## src/rtl/seq_restoring_div_4bit_pkg.sv

```systemverilog
// Shared definitions for the sequential restoring divider: FSM state encoding
// and the default operand width.
package seq_restoring_div_4bit_pkg;

  localparam int DEF_WIDTH = 4;

  typedef enum logic [1:0] {
    IDLE = 2'b00,
    CALC = 2'b01,
    FIN  = 2'b10
  } state_t;

endpackage : seq_restoring_div_4bit_pkg

```

## src/rtl/seq_restoring_div_4bit_sub.sv

```systemverilog
// Ripple-borrow subtractor (Diff = X - Y - Bin) assembled from 1-bit
// full-subtractor cells; used for the trial subtraction of each divide step.
module full_sub_1bit (
  input  logic i_a,
  input  logic i_b,
  input  logic i_bin,
  output logic o_d,
  output logic o_bout
);
  assign o_d    = i_a ^ i_b ^ i_bin;
  assign o_bout = (~i_a & i_b) | (~(i_a ^ i_b) & i_bin);
endmodule : full_sub_1bit

module ripple_borrow_sub_5bit #(
  parameter int N = 5
) (
  output logic [N-1:0] Diff,
  output logic         Bout,
  input  logic [N-1:0] X,
  input  logic [N-1:0] Y,
  input  logic         Bin
);
  logic [N:0] w_borrow;

  assign w_borrow[0] = Bin;

  for (genvar gi = 0; gi < N; gi++) begin : g_cell
    full_sub_1bit u_cell (
      .i_a    (X[gi]),
      .i_b    (Y[gi]),
      .i_bin  (w_borrow[gi]),
      .o_d    (Diff[gi]),
      .o_bout (w_borrow[gi+1])
    );
  end

  assign Bout = w_borrow[N];
endmodule : ripple_borrow_sub_5bit

```

## src/rtl/seq_restoring_div_4bit.sv

```systemverilog
// Sequential unsigned restoring divider: one quotient bit per CALC cycle,
// MSB first, with a divide-by-zero shortcut straight to FIN.
module seq_restoring_div_4bit
  import seq_restoring_div_4bit_pkg::*;
#(
  parameter int WIDTH = DEF_WIDTH
) (
  input  logic             clk,
  input  logic             rst,
  input  logic             start,
  input  logic [WIDTH-1:0] X,
  input  logic [WIDTH-1:0] Y,
  output logic [WIDTH-1:0] Q,
  output logic [WIDTH-1:0] R,
  output logic             busy,
  output logic             done,
  output logic             dbz
);
  localparam int                CNT_W = $clog2(WIDTH) + 1;
  localparam logic [CNT_W-1:0]  LAST  = CNT_W'(WIDTH - 1);

  state_t             r_state, w_next_state;
  logic [CNT_W-1:0]   r_cnt;
  logic [WIDTH-1:0]   r_dividend, r_divisor, r_quo, r_q, r_r;
  logic [WIDTH:0]     r_prem, w_t, w_diff;
  logic               w_bout, r_done, r_dbz, w_busy;
  logic               w_unused_prem_msb;

  // The partial remainder is always below the divisor, so its top bit is
  // zero before each shift.
  assign w_unused_prem_msb = r_prem[WIDTH];
  assign w_t = {r_prem[WIDTH-1:0], r_dividend[WIDTH-1]};

  ripple_borrow_sub_5bit #(.N(WIDTH + 1)) u_sub (
    .Diff (w_diff),
    .Bout (w_bout),
    .X    (w_t),
    .Y    ({1'b0, r_divisor}),
    .Bin  (1'b0)
  );

  always_ff @(posedge clk) begin
    if (rst) r_state <= IDLE;
    else     r_state <= w_next_state;
  end

  // NOTE: every output of this block gets a default first, so no path can
  // leave one unassigned and infer a latch.
  always_comb begin
    w_next_state = r_state;
    w_busy       = 1'b0;
    unique case (r_state)
      IDLE: if (start) w_next_state = (Y == '0) ? FIN : CALC;
      CALC: begin
        w_busy = 1'b1;
        if (r_cnt == LAST) w_next_state = FIN;
      end
      FIN:     w_next_state = IDLE;
      default: w_next_state = IDLE;
    endcase
  end

  // NOTE: non-blocking assignments so every register here samples the
  // values from before the edge, independent of statement order.
  always_ff @(posedge clk) begin
    if (rst) begin
      r_cnt      <= '0;
      r_dividend <= '0;
      r_divisor  <= '0;
      r_quo      <= '0;
      r_prem     <= '0;
      r_q        <= '0;
      r_r        <= '0;
      r_done     <= 1'b0;
      r_dbz      <= 1'b0;
    end else begin
      r_done <= 1'b0;
      unique case (r_state)
        IDLE: if (start) begin
          r_dividend <= X;
          r_divisor  <= Y;
          r_cnt      <= '0;
          r_dbz      <= (Y == '0);
          if (Y == '0) begin
            r_quo  <= '1;
            r_prem <= {1'b0, X};
          end else begin
            r_quo  <= '0;
            r_prem <= '0;
          end
        end
        CALC: begin
          r_dividend <= r_dividend << 1;
          r_prem     <= w_bout ? w_t : w_diff;
          r_quo      <= {r_quo[WIDTH-2:0], ~w_bout};
          if (r_cnt != LAST) r_cnt <= r_cnt + 1'b1;
        end
        FIN: begin
          r_q    <= r_quo;
          r_r    <= r_prem[WIDTH-1:0];
          r_done <= 1'b1;
        end
        default: ;
      endcase
    end
  end

  assign Q    = r_q;
  assign R    = r_r;
  assign busy = w_busy;
  assign done = r_done;
  assign dbz  = r_dbz;
endmodule : seq_restoring_div_4bit

```

## config.mk

```make
export PLATFORM = sky130hd
export DESIGN_NAME = seq_restoring_div_4bit
export DESIGN_NICKNAME = d
export VERILOG_FILES = /design/src/rtl/seq_restoring_div_4bit_pkg.sv /design/src/rtl/seq_restoring_div_4bit_sub.sv /design/src/rtl/seq_restoring_div_4bit.sv
export SDC_FILE = /design/constraint.sdc
export NUM_CORES = 1
export LEC_CHECK = 0
export ABC_AREA = 1
export CAP_MARGIN = 15
export CORE_MARGIN = 2
export CORE_UTILIZATION = 50
export CTS_BUF_LIST = sky130_fd_sc_hd__clkbuf_2
export CTS_CLUSTER_DIAMETER = 60
export CTS_CLUSTER_SIZE = 25
export DETAILED_ROUTE_END_ITERATION = 10
export PLACE_DENSITY_LB_ADDON = 0.25
export SYNTH_ARGS = -nofsm -noshare
export SYNTH_HDL_FRONTEND = slang
export SYNTH_SLANG_ARGS = --single-unit
```

## constraint.sdc

```tcl
create_clock -name clk -period 2.22 [get_ports clk]
set_clock_uncertainty 0.05 [all_clocks]
set_input_delay 0.444 -clock clk [delete_from_list [all_inputs] [get_ports clk]]
set_output_delay 0.444 -clock clk [all_outputs]
set_load 0.05 [all_outputs]
```

==> impl_metrics.env, run 1 <==
export IMPL_clock_path_buffers=2
export IMPL_core_um2=2780
export IMPL_design_area_um2=1780
export IMPL_hp_class="flop to flop"
export IMPL_cts_tree="done"
export IMPL_cts_sinks=31
export IMPL_r2r_start="r_dividend[3]"
export IMPL_vias_per_cell=5.26
export IMPL_fmax_mhz=451
export IMPL_cts_made_buffers=5
export IMPL_outcome="completed"
export IMPL_clock_root_buffer="clkbuf_2"
export IMPL_via_count=1316
export IMPL_worstSetupEndpointType="flop"
export IMPL_critical_path_startpoint_type="flop"
export IMPL_die_y_um=58.2
export IMPL_fill_cells=264
export IMPL_pwr_density_cell_nw_per_um2=710
export IMPL_hold_start="dbz"
export IMPL_grt_max_degree=20
export IMPL_synth_async_reset_ratio=0
export IMPL_crit_type="flop to flop"
export IMPL_relSlewSlack=0.669
export IMPL_slowest_stage="fa_2"
export IMPL_leakage_nw=0.781
export IMPL_htreeDepth=2
export IMPL_rsz0062_at_grt="yes"
export IMPL_crit_fanout=4
export IMPL_io_pins=22
export IMPL_post_route_period_util=0.998
export IMPL_grt_pass1_wl_um=5380
export IMPL_ant_nets=0
export IMPL_worstPathCellList="inv_2, ha_4, fa_2, fa_2, fa_2, buf_4, nand3_1, nand3_1, nand3_1, nand2_1, inv_1"
export IMPL_setup_viol=0
export IMPL_drt_initial_drc_count=52
export IMPL_hpwlAfterDp_um=2300
export IMPL_drc=0
export IMPL_wl_per_cell_um=13.1
export IMPL_maxCapViolations=0
export IMPL_drive_above_1_share=0.137
export IMPL_start_util=0.528
export IMPL_syn_nets=208
export IMPL_gp_congestion=0.920
export IMPL_grt_overflow_total=0
export IMPL_rows=19
export IMPL_period_needed_ns=2.22
export IMPL_worst_pin_slew_ns=0.495
export IMPL_diodes=0
export IMPL_synth_edff_count=0
export IMPL_dpl_cell_area_um2=1710
export IMPL_wl_um=3270
export IMPL_syn_area_um2=1470
export IMPL_path_clk_slew_ns=0.16
export IMPL_synth_warnings=0
export IMPL_grt_usage=0.214
export IMPL_antenna_found_initial=0
export IMPL_synth_cells=191
export IMPL_multi_input_area_um2=708
export IMPL_ir_drop_uv=484
export IMPL_slew_viol_final=0
export IMPL_regArea_um2=622
export IMPL_firstDrtPassIters=4
export IMPL_critical_path_max_stage_delay_ns=0.38
export IMPL_synth_cell_types=24
export IMPL_layout_common_cells="30 x dfxtp_1, 30 x nand2_1, 28 x a21oi_1"
export IMPL_synth_ff_type="dfxtp_1"
export IMPL_clk_latency_ns=0.36
export IMPL_design_die_area_um2=3390
export IMPL_final_nets=235
export IMPL_synth_ff_latch_count=31
export IMPL_port_buffer_count=21
export IMPL_yosysSeqAreaShare=0.422
export IMPL_crit_start="r_dividend[3]"
export IMPL_area_delta_synth_final_pct=21.5
export IMPL_die_x_um=58.2
export IMPL_arrival_ns=2.49
export IMPL_cp_data_required_time_ns=2.50
export IMPL_hold_ws_ns=0.437
export IMPL_finalHoldViolCount=0
export IMPL_syn_area_per_cell_um2=7.69
export IMPL_grt_pass1_vias=1254
[state kept, by name, indices dropped and copies added (netlist names)]
register	count
r_prem	4
r_dividend	4
r_divisor	4
dbz	1
r_quo	4
done	1
r_cnt	3
Q	4
R	4
r_state	2
[metal layers]
metal | GRT usage | part of all wire | routed length (µm)
met1 | 0.256 | 0.43 | 1400
met2 | 0.339 | 0.50 | 1640
met3 | 0.0848 | 0.061 | 200
met4 | 0.0963 | 0.0092 | 30
met5 | 0 | 0 | 0
[power by group]
part	total [W]	internal (W)	switching, W
Combinational	0.000374	0.000147	0.000227
Sequential	0.000625	0.000601	0.0000239
Clock	0.000267	0.0000721	0.000195
Total	0.00127	0.000821	0.000445
[critical path, delay by kind of cell, from the launching register on]
kind	cells	cell delay (ns)
adders and majority gates	4	1.21
and+or+nand+nor	4	0.30
buffers and inverters	3	0.26
DFF	1	0.36
[cell usage after synthesis, types with 2 or more instances]
master | number | area share
dfxtp_1 | 31 | 0.42
nand2_1 | 31 | 0.079
a21oi_1 | 28 | 0.095
inv_1 | 28 | 0.072
nand3_1 | 15 | 0.051
nor2_1 | 15 | 0.038
o21ai_0 | 14 | 0.048
nor3b_1 | 4 | 0.020
buf_6 | 3 | 0.023
fa_1 | 3 | 0.041
ha_1 | 3 | 0.026
inv_4 | 2 | 0.0085
nor2_2 | 2 | 0.0085
o21ai_1 | 2 | 0.0068
[worst paths after layout]
kind,end,slack (ns),cells after the start
setup / recovery,r_prem[1],0.004,11
hold / removal,dbz,0.44,2
setup reg to reg,r_prem[1],0.004,11
hold reg to reg,dbz,0.44,2
[logic make-up (layout without fill, tap and decap cells)]
kind of cell	Yosys count	in the layout	synth area share
simple gates	71	71	0.226
compound gates	47	47	0.171
flops	31	31	0.422
buf+inv	36	64	0.114
fa+ha+maj	6	6	0.0664
[per-stage QoR]
stage	cells	setup TNS, ns	utilization	power, W	setup WS, ns
floorplan	191	0	-	0.000887	0.00651
global placement	241	-0.233	0.615	0.000972	-0.0870
detailed placement	241	-0.533	0.615	0.000983	-0.150
CTS	249	0	0.637	0.00126	0.00157
global route	250	-0.353	0.641	0.00134	-0.109
finish	250	0	0.641	0.00127	0.00357
[timing repair]
item | CTS | global route
hold buffers | 0 | 0
setup endpoints to repair | 5 | 5
resized for setup | 7 | 1
setup buffers | 0 | 1
pin swaps | 4 | 1
[cell type report]
type,instances,area share
multi-input combinational,124,0.397
sequential,31,0.349
timing repair buffer,26,0.144
inverter,30,0.0659
tap,31,0.0217
clock buffer,5,0.0140
clock inverter,3,0.00842
Power figures use the tool's default switching activity.
==> run 2: changes to the inputs <==
--- a/config.mk
+++ b/config.mk
@@ -14,6 +14,7 @@
 export CTS_CLUSTER_SIZE = 25
 export DETAILED_ROUTE_END_ITERATION = 10
 export PLACE_DENSITY_LB_ADDON = 0.25
+export SKIP_LAST_GASP = 1
 export SYNTH_ARGS = -nofsm -noshare
 export SYNTH_HDL_FRONTEND = slang
 export SYNTH_SLANG_ARGS = --single-unit
==> results of run 2 <==
No change in the layout: final DEF, timing and power equal those of run 1.
